===== src/rtl/cache_pkg.sv =====
// Shared constants and FSM state type for the cache miss controller.
// WAYS/SETS/TAG_BITS are fixed by the tag store this controller drives.
package cache_pkg;
  localparam int WAYS       = 8;
  localparam int WAY_BITS   = 3;
  localparam int SETS       = 8;
  localparam int INDEX_BITS = 3;
  localparam int TAG_BITS   = 24;
  localparam int PLRU_BITS  = WAYS - 1;

  typedef enum logic [1:0] {
    IDLE = 2'd0,
    REQ  = 2'd1,
    WAIT = 2'd2,
    FILL = 2'd3
  } state_t;
endpackage


===== src/rtl/plru_tree8.sv =====
// Tree pseudo-LRU for one 8-way set (combinational).
//   state     : 7-bit tree, b[0] root, b[1..2] level 1, b[3..6] leaves;
//               a 1 bit points the victim into the upper half
//   acc_way   : way being touched
//   nxt_state : tree after touching acc_way
//   victim    : way the current tree points at
module plru_tree8
  import cache_pkg::*;
(
  input  logic [PLRU_BITS-1:0] state,
  input  logic [WAY_BITS-1:0]  acc_way,
  output logic [PLRU_BITS-1:0] nxt_state,
  output logic [WAY_BITS-1:0]  victim
);
  // Touch points every node on the path away from the accessed way.
  always_comb begin
    nxt_state = state;
    nxt_state[0] = ~acc_way[2];
    nxt_state[3'd1 + {2'b00, acc_way[2]}] = ~acc_way[1];
    nxt_state[3'd3 + {1'b0, acc_way[2:1]}] = ~acc_way[0];
  end

  logic v2, v1;
  always_comb begin
    v2 = state[0];
    v1 = state[3'd1 + {2'b00, v2}];
    victim = {v2, v1, state[3'd3 + {1'b0, v2, v1}]};
  end
endmodule


===== src/rtl/cache_miss_ctrl.sv =====
// Miss handling and replacement controller behind an 8-way tag store.
// Hits complete the cycle after the lookup and touch the set's PLRU; misses
// pick a victim (lowest invalid way, else PLRU), run a memory req/resp
// handshake, pulse replace for one fill cycle, then report completion.
//   clk, reset (async active-low)
//   req_*      : lookup from requester, req_ready high only in IDLE
//   hit/hit_way/valid_vec : tag store lookup results for cache_tag/index
//   cache_tag/cache_index/way/replace : tag store drive
//   mem_req_* / mem_resp_valid : refill handshake
//   resp_*     : one-cycle completion pulse
module cache_miss_ctrl
  import cache_pkg::*;
(
  input  logic                  clk,
  input  logic                  reset,
  input  logic                  req_valid,
  input  logic [TAG_BITS-1:0]   req_tag,
  input  logic [INDEX_BITS-1:0] req_index,
  output logic                  req_ready,
  input  logic                  hit,
  input  logic [WAY_BITS-1:0]   hit_way,
  input  logic [WAYS-1:0]       valid_vec,
  output logic [TAG_BITS-1:0]   cache_tag,
  output logic [INDEX_BITS-1:0] cache_index,
  output logic [WAY_BITS-1:0]   way,
  output logic                  replace,
  output logic                  mem_req_valid,
  input  logic                  mem_req_ready,
  output logic [TAG_BITS-1:0]   mem_req_tag,
  output logic [INDEX_BITS-1:0] mem_req_index,
  input  logic                  mem_resp_valid,
  output logic                  resp_valid,
  output logic                  resp_hit,
  output logic [WAY_BITS-1:0]   resp_way
);
  state_t state, nxt;

  logic [SETS-1:0][PLRU_BITS-1:0] plru;
  logic [TAG_BITS-1:0]   cap_tag;
  logic [INDEX_BITS-1:0] cap_index;
  logic [WAY_BITS-1:0]   cap_way;

  logic                  upd_en;
  logic [INDEX_BITS-1:0] upd_idx;
  logic [WAY_BITS-1:0]   upd_way;
  logic [PLRU_BITS-1:0]  upd_state;
  logic [WAY_BITS-1:0]   plru_victim;
  logic [PLRU_BITS-1:0]  unused_upd;
  logic [WAY_BITS-1:0]   unused_vic;
  logic [WAY_BITS-1:0]   victim_sel;

  // Update tree: indexed by whichever set is being touched this cycle.
  plru_tree8 u_upd (
    .state     (plru[upd_idx]),
    .acc_way   (upd_way),
    .nxt_state (upd_state),
    .victim    (unused_vic)
  );

  // Victim tree: always looks at the set currently being looked up.
  plru_tree8 u_vic (
    .state     (plru[req_index]),
    .acc_way   (hit_way),
    .nxt_state (unused_upd),
    .victim    (plru_victim)
  );

  // Filling an empty way beats evicting; scan high-to-low so the lowest wins.
  always_comb begin
    victim_sel = plru_victim;
    for (int i = WAYS - 1; i >= 0; i--)
      if (!valid_vec[i]) victim_sel = WAY_BITS'(i);
  end

  always_comb begin
    nxt           = state;
    req_ready     = 1'b0;
    cache_tag     = cap_tag;
    cache_index   = cap_index;
    way           = '0;
    replace       = 1'b0;
    mem_req_valid = 1'b0;
    upd_en        = 1'b0;
    upd_idx       = req_index;
    upd_way       = hit_way;
    case (state)
      IDLE: begin
        req_ready   = 1'b1;
        cache_tag   = req_tag;
        cache_index = req_index;
        if (req_valid) begin
          if (hit) upd_en = 1'b1;
          else     nxt    = REQ;
        end
      end
      REQ: begin
        mem_req_valid = 1'b1;
        if (mem_req_ready) nxt = WAIT;
      end
      WAIT: if (mem_resp_valid) nxt = FILL;
      FILL: begin
        replace = 1'b1;
        way     = cap_way;
        upd_en  = 1'b1;
        upd_idx = cap_index;
        upd_way = cap_way;
        nxt     = IDLE;
      end
      default: nxt = IDLE;
    endcase
  end

  assign mem_req_tag   = cap_tag;
  assign mem_req_index = cap_index;

  always_ff @(posedge clk or negedge reset) begin
    if (!reset) begin
      state      <= IDLE;
      plru       <= '0;
      cap_tag    <= '0;
      cap_index  <= '0;
      cap_way    <= '0;
      resp_valid <= 1'b0;
      resp_hit   <= 1'b0;
      resp_way   <= '0;
    end else begin
      state <= nxt;
      if (upd_en) plru[upd_idx] <= upd_state;
      if (state == IDLE && req_valid && !hit) begin
        cap_tag   <= req_tag;
        cap_index <= req_index;
        cap_way   <= victim_sel;
      end
      // Completion lands the cycle after the hit lookup or after the fill.
      resp_valid <= (state == IDLE && req_valid && hit) || state == FILL;
      resp_hit   <= (state == IDLE && req_valid && hit);
      resp_way   <= (state == FILL) ? cap_way : hit_way;
    end
  end
endmodule


===== config.mk =====
export PLATFORM = sky130hd
export DESIGN_NAME = cache_miss_ctrl
export DESIGN_NICKNAME = d
export VERILOG_FILES = /design/src/rtl/cache_pkg.sv /design/src/rtl/plru_tree8.sv /design/src/rtl/cache_miss_ctrl.sv
export SDC_FILE = /design/constraint.sdc
export NUM_CORES = 1
export LEC_CHECK = 0
export BUFFER_PORTS_ARGS = -buffer_cell sky130_fd_sc_hd__buf_2
export CORE_AREA = 3 3 100 102
export DETAILED_ROUTE_END_ITERATION = 7
export DIE_AREA = 0 0 103 105
export PLACE_DENSITY = 0.79
export SLEW_MARGIN = 15
export SYNTH_ARGS = -nofsm -noshare
export SYNTH_HDL_FRONTEND = slang
export SYNTH_SLANG_ARGS = --single-unit

===== constraint.sdc =====
create_clock -name clk -period 4 [get_ports clk]
set_input_delay 0.4 -clock clk [delete_from_list [all_inputs] [get_ports clk]]
set_output_delay 0.4 -clock clk [all_outputs]
set_load 0.02 [all_outputs]

Word level (Yosys, flattened, before mapping):

Index checks and enable logic that the tools add are counted.

* register bits: 93
* bits of input ports: 44
* output and inout port bits: 65
* word-level logic and storage cells: 89

* add/subtract/negate cells: 4
* order comparisons: 9
* eq/ne operators: 7
* multiplexer cells: 41
* bitwise logic cells: 3
* reduce and logical (&&, ||, !) cells: 10

Operator list (number)
* $bwmux 56: 1
* $bmux 7 s3: 2
* $mux 3: 12
* $lt 3x4->1 const B: 6
* $mux 24: 1
* $demux 7 s3: 1
* $mux 7: 3
* $bwmux 7: 2
* $ge 3x1->1 const B: 3
* $mux 1: 9
* $mux 2: 4
* $ne 2x2->1 const B: 4
* $pmux 2 s4: 1
* $add 2x2->3 const A: 2
* $bmux 1 s3: 2
* $demux 1 s3: 2
* $logic_and 1x1->1: 6
* $add 1x1->2 const A: 2
* $eq 2x2->1 const B: 2
* $reduce_and 4->1: 1
* $not 1->1: 3
* $eq 2x1->1 const B: 1
* $logic_not 2->1: 1
* $pmux 1 s2: 1
* 2 further kinds: 2

Logic depth before layout (Yosys ltp):

Gate-level depths: netlist of run 1.

* word-level depth: 16
* mapped depth: 12

Modules after synthesis:

A second synthesis of run 1 with hierarchy kept.

* cell total of the unflattened synthesis: 509
* area, all modules: 5441.5 um2

Modules (own cells, without submodules)
* cache_miss_ctrl: times used 1, cells an instance 450, area each 4986.0 um2, seq. area each 2327.2 um2
* plru_tree8 (u_upd): times used 1, cells an instance 34, area each 247.7 um2, seq. area each 0.0 um2
* plru_tree8 (u_vic): times used 1, cells an instance 25, area each 207.7 um2, seq. area each 0.0 um2

Least setup slack after synthesis of run 1:

OpenSTA, ideal clock, no wires.

* path type: input port to flip-flop
* start: in req_index[0]
* end: reg cap_way[0]
* setup time: 0.134 ns
* data arrival time: 2.999 ns
* setup slack: 0.867 ns
* stages on the path: 11
* path through: buf_6 -> mux4_2 -> mux2_4 -> mux2_4 -> ha_1 -> inv_1 -> o21ai_0 -> and3_1 -> or4_1 -> a41oi_2 -> o31ai_1

* word-level cells in the longest chain between the ends: 16

Ends and longest elaborated chain
* start: declaration: line cache_miss_ctrl.sv:18 `input logic [INDEX_BITS-1:0] req_index,`
* $bmux 7 s3 *: line cache_miss_ctrl.sv:62 `.state (plru[req_index]),`
* $mux 7 (not written as such) *: line cache_miss_ctrl.sv:62
* $add 1x1->2: line plru_tree8.sv:26 `v1 = state[3'd1 + {2'b00, v2}];`
* $bmux 1 s3: line plru_tree8.sv:26
* $mux 1 (not written as such): line plru_tree8.sv:26
* $add 2x2->3: line plru_tree8.sv:27 `victim = {v2, v1, state[3'd3 + {1'b0, v2, v1}]};`
* $bmux 1 s3 *: line plru_tree8.sv:27
* $mux 1 (not written as such) *: line plru_tree8.sv:27
* $mux 3 * (8 in series): line cache_miss_ctrl.sv:72 `if (!valid_vec[i]) victim_sel = WAY_BITS'(i);`
* end signal: assignment: line cache_miss_ctrl.sv:132 `cap_way <= victim_sel;`
* end: declaration: line cache_miss_ctrl.sv:41 `logic [WAY_BITS-1:0] cap_way;`

Mark *: on every way between the ends. The rest lies on a longest branch, timed or not. The select of a mux whose other input is x is not followed.
A chain may end at the register's enable or synchronous reset.

Worst setup path in the final report of run 1:

Ends and elaborated chain as after synthesis.

==> impl_metrics.toml, run 1 <==
[synth]
syn_avg_cell_area_um2 = 11.9
ys_seq_elements = 93
async_flop_share_pct = 100
seq_area_frac_synth_pct = 46.8
synth_cells = 419
synth_common_cells = "mux2_2 (109), dfrtp_1 (93), nand2_1 (55)"
synth_nets = 468
netlist.area_leader.share_pct = 46.8
synth-edff-count = 0
yosysMostFrequentCell = "mux2_2"
yosysWarnings = 0
yosys-top-cells-area = "dfrtp_1 (47%), mux2_2 (25%), nand2_1 (4.1%)"
ys_types = 42
yosys.area.top_type = "dfrtp_1"
netlist_area_um2 = 4980
ys.flop_type = "dfrtp_1"

[clock_tree]
numClockSinks = 93
cts_tree = "built"
post_cts_buffers = 0
cts_buffers = 9
hold_buffers = 0
cts.clk_slew.worst_paths_ns = 0.09
clockRootBuffer = "clkbuf_8"
clk_latency_ns = 0.37
clockBufferDepth = 2
cts_resized = 0
cts_max_level = 3

[sta]
worst_slack_ns = 0.719
maxSlewHeadroom_pct = 44.5
rsz0062_at_grt = "false"
finalMaxSlewViolations = 0
fin_crit_sh_pct = 82.0
setup_viol = 0
tns_ns = 0
skew_ns = 0.0154
tightest_slew_ns = 0.809
fmax_ghz = 0.305
min_period_ns = 3.28
finalHoldViolations = 0

[run]
cap_violations = 0

[floorplan]
coreArea_um2 = 9200
fp.dieH_um = 105
die_area_um2 = 10800
dieWidth_um = 103
start_util_pct = 54.1
num_io_pins = 109
fp-row-count = 35

[power_and_ir_drop]
pwr-share-seq_pct = 33.9
switching_share_pct = 41.7
net-switching-power_mw = 2.06
leakagePower_nw = 2.83
total_power_mw = 4.94
powerDensity_nw_per_um2 = 842
combPwrFrac_pct = 51.4
internal-power_mw = 2.88
p_clk_share_pct = 14.7
ir_worst_vdd_mv = 0.373

[global_route]
grt_max_degree = 61
gr-total-overflow = 0
antenna_found_initial = 0
grt_pass1_wl_mm = 19.9
grt.total_usage_pct = 23.7
grt_pass1_vias = 4083

[placement]
io_buffers = 108
place_congestion = 0.862
place_area_um2 = 5640
dp_hpwl_mm = 9.06
pre_cts_ws_ns = 0.359

[critical_path]
worstSetupEndpointType = "register"
cp-start-kind = "primary input"
cp_common_cell = "mux2_4"
cpMaxStageDelayCell = "mux4_2"
critPathMaxFanout = 18
reg2reg_slack_ns = 0.85
max_stage_delay_ns = 0.57
path_cells = "buf_2 -> mux4_2 -> mux2_4 -> mux2_4 -> ha_1 -> inv_1 -> o21ai_0 -> and3_1 -> or4_1 -> a41oi_2 -> o31ai_1"
crit_type = "in -> reg"
required_ns = 4.22
critical_path_arrival_ns = 3.50

[detailed_routing]
first_pass_iters = 6
drt_iter0_drc = 445
viasPerCell = 6.18
routedWlPerCell_um = 19.9
wl_mm = 12.8
postRouteAntennaNets = 0
drc = 0
vias = 3965

[final_layout]
final_cell_area_um2 = 5860
area_growth_pct = 17.8
drive_above_1_share_pct = 47.1
final_nets = 576
diodes = 0
final_core_util_pct = 63.8

[hold_path]
hold_path.class = "in -> async"

[status]
outcome = "finished clean"
[power by group through the flow]
stage	clock, mW	sequential [mW]	combinational [mW]
3_5_place_dp	0	1.68	2.51
3_3_place_gp	0	1.64	2.43
5_1_grt	0.772	1.72	2.71
4_1_cts	0.731	1.66	2.53
6_report	0.726	1.67	2.54
2_1_floorplan	0	1.79	1.62
[path summary, 6_finish.rpt]
kind | start | end | cells past startpoint
max | req_index[0] | cap_way[0]$_DFFE_PN0P_ | 11
min | reset | plru[52]$_DFFE_PN0P_ | 1
max reg2reg | plru[35]$_DFFE_PN0P_ | cap_way[0]$_DFFE_PN0P_ | 10
min reg2reg | cap_way[2]$_DFFE_PN0P_ | cap_way[2]$_DFFE_PN0P_ | 2
max in group asynchronous | reset | plru[54]$_DFFE_PN0P_ | 2
min in group clk | req_tag[13] | mem_req_tag[13]$_DFFE_PN0P_ | 2
[state kept, by name, indices dropped and copies added, names as in the netlist]
name	count
plru	56
state	2
cap_way	3
resp_way	3
mem_req_tag	24
resp_valid	1
mem_req_index	3
resp_hit	1
[metrics by stage]
step	instances	hold WS [ns]
6_report	642	0.0973
5_1_grt	642	0.142
4_1_cts	642	0.131
3_5_place_dp	627	0.469
3_3_place_gp	627	0.457
2_1_floorplan	419	0.104
[critical path: cells and delay by family]
family / cells / cell delay, ns
buffers and inverters: 2 / 0.47
muxes: 3 / 1.22
and+or+nand+nor: 2 / 0.75
adders and majority gates: 1 / 0.32
AOI/OAI and AO/OA: 3 / 0.34
[routing by layer]
metal | track usage (%) | share of wire (%) | routed length [um] | up-vias
met5 | 0 | 0 | 0 | -
met4 | 10.7 | 3.7 | 478 | 0
met3 | 5.67 | 7.9 | 1000 | 67
met2 | 38.1 | 49 | 6240 | 208
met1 | 29.9 | 40 | 5050 | 1936
li1 | - | - | - | 1754
[cells in the final DEF (no fill, tap or decap), drive strengths merged, types with 6 or more instances in the layout]
cell    synthesis  final
a21oi           6      6
a221oi          6      6
a31oi           8      8
and3            7      7
buf             8    116
clkbuf         11     10
dfrtp          93     93
inv            10     10
mux2          111    111
mux2i          15     15
mux4           10     10
nand2          55     55
nor2           15     15
o21ai          15     15
[logic make-up (layout without fill, tap and decap cells)]
family	after synthesis	in the layout	share of synthesized area (%)
buffers and inverters	29	141	2.41
multiplexers	136	136	33.0
AND/OR/NAND/NOR	99	99	8.75
flip-flops	93	93	46.8
AO/OA/AOI/OAI	57	57	7.87
adder cells (fa/ha/maj)	5	5	1.26
[area by class of cell]
cell class	count	area [um2]
fillers	706	3330
multi-input cells	297	2530
flip-flops and latches	93	2330
repair buffers	116	603
well taps	111	139
clock buffers	10	128
clock inverters	5	100
inverters	10	37.5
(Power assumes the default switching activity.)
==> run 2: changes to the inputs <==
ABC_AREA = 1   (was unset)
CORE_AREA = 3 3 106 108   (was 3 3 100 102)
DIE_AREA = 0 0 109 111   (was 0 0 103 105)
PLACE_DENSITY = 0.76   (was 0.79)
clock period = 2.9 ns   (was 4 ns; I/O delays follow)
==> run 2 against run 1 <==
  * Clock power grew 23%
  * Sequential power grew 31%
  * Synthesized cell count rose by 69%
  * Cell area up 3.0%
  * Die area up 12%
  * Register-to-register slack got worse by 0.64 ns
  * Final cell count grew 48%
  * Critical endpoint is now plru[18]$_DFFE_PN0P_
  * Largest cell class is now sequential cells
==> impl_metrics.toml, run 2 <==
[synth]
synth_xor_area_share_pct = 0
yosysWarnings = 0
ys.flop_type = "dfrtp_1"
synth_fa_ha_area_share_pct = 1.21
ys_types = 36
synth_top_family_by_area = "simple AND/OR/NAND/NOR gates"
yosys.area_share.simple_pct = 24.0
netlist_area_um2 = 5170
synth_nets = 756
async_flop_share_pct = 100
synth_common_cells = "nand2_1 (237), dfrtp_1 (93), inv_1 (87), o21ai_0 (76), o21ai_1 (55)"
seq_area_frac_synth_pct = 45.0
yosys-top-cells-area = "dfrtp_1 (45%), nand2_1 (17%), o21ai_0 (7.4%)"
synth_mux_area_share_pct = 0
yosys.area.top_type = "dfrtp_1"
synth_compound_area_share_pct = 19.2
synth-edff-count = 0
synth_cells = 707
yosysMostFrequentCell = "nand2_1"
netlist.area_leader.share_pct = 45.0
syn_avg_cell_area_um2 = 7.32
ys_seq_elements = 93

[floorplan]
num_io_pins = 109
coreArea_um2 = 10300
dieWidth_um = 109
fp.dieH_um = 111
die_area_um2 = 12100
start_util_pct = 50.1
fp-row-count = 37

[global_route]
grt_max_degree = 51
gr-total-overflow = 0
antenna_found_initial = 0
grt_pass1_wl_mm = 24.5
grt_pass1_vias = 4989
grt.total_usage_pct = 25.3

[power_and_ir_drop]
internal-power_mw = 3.32
net-switching-power_mw = 3.14
powerDensity_nw_per_um2 = 1070
total_power_mw = 6.46
p_clk_share_pct = 13.8
leakagePower_nw = 3.21
pwr-share-seq_pct = 33.9
ir_worst_vdd_mv = 0.691
combPwrFrac_pct = 52.3
switching_share_pct = 48.7

[final_layout]
area_growth_pct = 16.7
regMostFlops = "plru"
seq_area_um2 = 2330
diodes = 0
fill_cells = 982
multiInputGateArea_um2 = 2290
largest_register_ff_count = 56
final_cell_mix = "nand2_1 (237), buf_2 (107), dfrtp_1 (93)"
final_nets = 860
final_common_cell = "nand2_1"
final_cell_area_um2 = 6040
drive_above_1_share_pct = 20.6

[sta]
fmax_ghz = 0.371
rsz0062_at_grt = "false"
fin_crit_sh_pct = 92.9
finalMaxSlewViolations = 0
setup_viol = 0
maxSlewHeadroom_pct = 57.3
finalHoldViolations = 0
tns_ns = 0
tightest_slew_ns = 0.641
skew_ns = 0.0102
min_period_ns = 2.69

[detailed_routing]
first_pass_iters = 6
vias = 5030
drc = 0
postRouteAntennaNets = 0
wl_mm = 14.7
viasPerCell = 5.28
routedWlPerCell_um = 15.4
drt_iter0_drc = 451

[clock_tree]
clockBufferDepth = 2
clk_latency_ns = 0.37
cts_max_level = 3
cts_buffers = 9
cts_tree = "built"
clockRootBuffer = "clkbuf_8"
numClockSinks = 93
post_cts_buffers = 0
cts.clk_slew.worst_paths_ns = 0.09

[placement]
place_congestion = 0.983
place_area_um2 = 5830
dp_hpwl_mm = 11.0
io_buffers = 108

[run]
cap_violations = 0

[critical_path]
cp-start-kind = "register"
worstSetupEndpointType = "register"
critical_path_arrival_ns = 2.93
critPathMaxFanout = 9
required_ns = 3.14
crit_type = "reg -> reg"

[status]
outcome = "finished clean"

[hold_path]
hold_path.class = "in -> reg"
[run 2: cell count changes in the layout (fill, tap and decap cells not counted), sizes merged, moves of 6 or more]
| cell | previous run | this run |
|---|---|---|
| nor2 | 15 | 23 |
| mux2 | 111 | 0 |
| inv | 10 | 101 |
| o21ai | 15 | 135 |
| mux2i | 15 | 0 |
| a31oi | 8 | 0 |
| nand3 | 5 | 40 |
| buf | 116 | 124 |
| and3 | 7 | 0 |
| mux4 | 10 | 0 |
| a21oi | 6 | 12 |
| nand2 | 55 | 240 |
[run 2: cells by family after synthesis]
family | Yosys count
buffers and inverters | 132
and+or+nand+nor | 309
DFF | 93
adders and majority gates | 5
AOI/OAI and AO/OA | 168
[run 2: path summary, 6_finish.rpt]
path	slack, ns	to	startpoint	cells after the start
setup / recovery	0.21	plru[18]$_DFFE_PN0P_	state[1]$_DFFE_PN0P_	11
hold / removal	0.15	mem_req_tag[22]$_DFFE_PN0P_	req_tag[22]	3
setup reg to reg	0.21	plru[18]$_DFFE_PN0P_	state[1]$_DFFE_PN0P_	11
hold reg to reg	0.50	plru[28]$_DFFE_PN0P_	plru[28]$_DFFE_PN0P_	2
max in group asynchronous	1.65	plru[43]$_DFFE_PN0P_	reset	3
min in group asynchronous	0.48	plru[9]$_DFFE_PN0P_	reset	2
[run 2: power groups by stage]
stage / Clock [mW] / Combinational (mW) / Sequential, mW
6_report: 0.892 / 3.38 / 2.19
5_1_grt: 0.947 / 3.76 / 2.26
4_1_cts: 0.903 / 3.38 / 2.18
3_5_place_dp: 0 / 3.37 / 2.19
3_3_place_gp: 0 / 3.29 / 2.19
2_1_floorplan: 0 / 2.04 / 2.36
[run 2: timing repair]
item,CTS,global route
hold buffers,1,0
gates resized for setup,0,0
endpoints found under the hold margin,48,0
[run 2: final cells by class]
type                    count  area share, %
inverters                 100           6.26
clock buffers              10           2.11
clock inverters             6           1.14
flip-flops and latches     93           38.5
repair buffers            125           11.1
well taps                 136           2.82
multi-input cells         482           38.0
[run 2: per-stage QoR]
| step | util [%] | instances | setup WS (ns) | hold slack, ns |
|---|---|---|---|---|
| 6_report | 58.5 | 952 | 0.207 | 0.150 |
| 5_1_grt | 58.5 | 952 | 0.0567 | 0.172 |
| 4_1_cts | 58.5 | 952 | 0.286 | 0.143 |
| 3_5_place_dp | 56.5 | 935 | 0.298 | 0.357 |
| 3_3_place_gp | 56.5 | 935 | 0.325 | 0.345 |
| 2_1_floorplan | - | 707 | 0.733 | -0.00559 |
[run 2: per-layer routing]
layer / GRT usage, % / up-vias / share of wire (%)
met3: 5.71 / 38 / 9.3
met1: 34.6 / 2281 / 43
met2: 39.6 / 244 / 45
met5: 0 / - / 0
met4: 8.16 / 0 / 2.7
li1: - / 2467 / -
[run 2: worst max-delay path: stages (launching register included)]
cell	delay [ns]
dfrtp_1	0.41
ha_1	0.46
nand2_1	0.17
o21ai_4	0.14
inv_2	0.15
nand2_1	0.32
nor2_1	0.09
a221oi_2	0.21
o2111ai_1	0.21
o21ai_2	0.16
buf_4	0.18
o21ai_1	0.07
==> run 3: changes to the inputs <==
REMOVE_ABC_BUFFERS = 1   (was unset)
==> run 3 against run 2 <==
  * Clock-buffer cell count did not move
  * Maximum frequency rose by 1.1%
  * Wire length fell by 0.10%
  * Via count rose by 0.95%
  * Global-route usage fell by 0.52 points
  * Utilization fell by 0.15 points
  * Critical path type unchanged
  * Critical endpoint is now plru[13]$_DFFE_PN0P_
  * Largest cell class unchanged
==> impl_metrics.toml, run 3 (synthesis gave the netlist of run 2 again) <==
[status]
outcome = "finished clean"

[clock_tree]
cts_tree = "built"
clockBufferDepth = 2
cts_max_level = 3
numClockSinks = 93
clk_latency_ns = 0.36
clockRootBuffer = "clkbuf_8"
cts_resized = 0
cts_buffers = 9
cts.clk_slew.worst_paths_ns = 0.09

[power_and_ir_drop]
total_power_mw = 6.46
leakagePower_nw = 3.18
powerDensity_nw_per_um2 = 1070
ir_worst_vdd_mv = 0.652

[detailed_routing]
wl_mm = 14.7
vias = 5078
viasPerCell = 5.38
drt_iter0_drc = 612
drc = 0
routedWlPerCell_um = 15.5
first_pass_iters = 5
postRouteAntennaNets = 0

[final_layout]
final_nets = 853
final_cell_area_um2 = 6020
area_growth_pct = 16.4
drive_above_1_share_pct = 19.9
largest_register_ff_count = 56
final_cell_mix = "nand2_1 (237), buf_2 (107), dfrtp_1 (93)"
final_common_cell = "nand2_1"
regMostFlops = "plru"
diodes = 0
fill_cells = 926

[sta]
fin_crit_sh_pct = 91.9
tightest_slew_ns = 0.680
min_period_ns = 2.66
finalMaxSlewViolations = 0
maxSlewHeadroom_pct = 54.5
finalHoldViolations = 0
fmax_ghz = 0.375
skew_ns = 0.00744
rsz0062_at_grt = "false"
tns_ns = 0
setup_viol = 0

[critical_path]
cp-start-kind = "register"
worstSetupEndpointType = "register"
required_ns = 3.12
cp_top_family = "compound AO/OA/AOI/OAI gates"
cpMaxStageDelayCell = "ha_1"
r2r_start = "state[0]$_DFFE_PN0P_"
critPathMaxFanout = 11
critical_path_arrival_ns = 2.89
crit_buf_inv = 2
crit_type = "reg -> reg"
path_cells = "ha_1 -> inv_2 -> a21oi_4 -> inv_2 -> nand2_1 -> o21ai_1 -> a221oi_2 -> a32o_2 -> o21ai_1"
cp-startpoint = "state[0]$_DFFE_PN0P_"
max_stage_delay_ns = 0.50

[placement]
place_congestion = 1.05
place_area_um2 = 5790
dp_hpwl_mm = 10.9
io_buffers = 108

[global_route]
antenna_found_initial = 0
grt-busiest-layer = "met2"
grt_pass1_vias = 4821
grt_pass1_wl_mm = 24.0
grt.total_usage_pct = 24.8
met2_usage_pct = 37.4
use_met1_pct = 34.9
grt_max_degree = 49
gr-usage-met3_pct = 5.07
gr-total-overflow = 0

[floorplan]
fp-row-count = 37
start_util_pct = 50.1
num_io_pins = 109
coreArea_um2 = 10300
fp.dieH_um = 111
dieWidth_um = 109
die_area_um2 = 12100

[hold_path]
hp-start = "req_tag[21]"
hold_path.class = "in -> reg"

[run]
cap_violations = 0
run 3: final cells by class:
type	count	area, um2	area share, %
well taps	136	170	2.83
clock inverters	5	83.8	1.39
inverters	100	378	6.27
clock buffers	10	138	2.29
multi-input cells	482	2290	38.1
flip-flops and latches	93	2330	38.6
repair buffers	118	633	10.5
run 3: worst paths after layout:
kind	slack, ns	cells after the start	end
min in group asynchronous	0.49	2	mem_req_tag[23]$_DFFE_PN0P_
min	0.17	3	mem_req_tag[21]$_DFFE_PN0P_
max	0.24	9	plru[13]$_DFFE_PN0P_
max reg2reg	0.24	9	plru[13]$_DFFE_PN0P_
max in group asynchronous	1.73	3	plru[29]$_DFFE_PN0P_
min reg2reg	0.49	2	cap_way[2]$_DFFE_PN0P_
run 3: through the flow:
| stage | instances | utilization [%] | setup slack [ns] | hold slack (ns) |
|---|---|---|---|---|
| global route | 944 | 58.3 | 0.00308 | 0.177 |
| CTS | 944 | 58.3 | 0.251 | 0.157 |
| floorplan | 675 | - | 0.238 | -0.00559 |
| finish | 944 | 58.3 | 0.236 | 0.168 |
| global placement | 928 | 56.1 | 0.115 | 0.351 |
| detailed placement | 928 | 56.1 | 0.0342 | 0.360 |
run 3: timing repair:
item,CTS,global route
buffers inserted,0,0
endpoints found under the hold margin,47,0
hold buffers,1,0
run 3: routing by layer:
layer | share of wire (%) | routed length, um
met1 | 43 | 6330
met5 | 0 | 0
met2 | 46 | 6700
met3 | 8.5 | 1240
met4 | 2.8 | 407
run 3: report_power, final:
part / total (mW) / internal, mW / switching, mW
Clock: 0.961 / 0.507 / 0.454
Sequential: 2.20 / 1.82 / 0.378
Combinational: 3.30 / 1.05 / 2.25
Total: 6.46 / 3.38 / 3.08
run 3: worst register-to-register path: cells and delay by family, from the launching register on:
family	cells	cell delay, ns
AOI/OAI and AO/OA	5	1.10
adders and majority gates	1	0.50
DFF	1	0.38
buffers and inverters	2	0.36
and+or+nand+nor	1	0.19
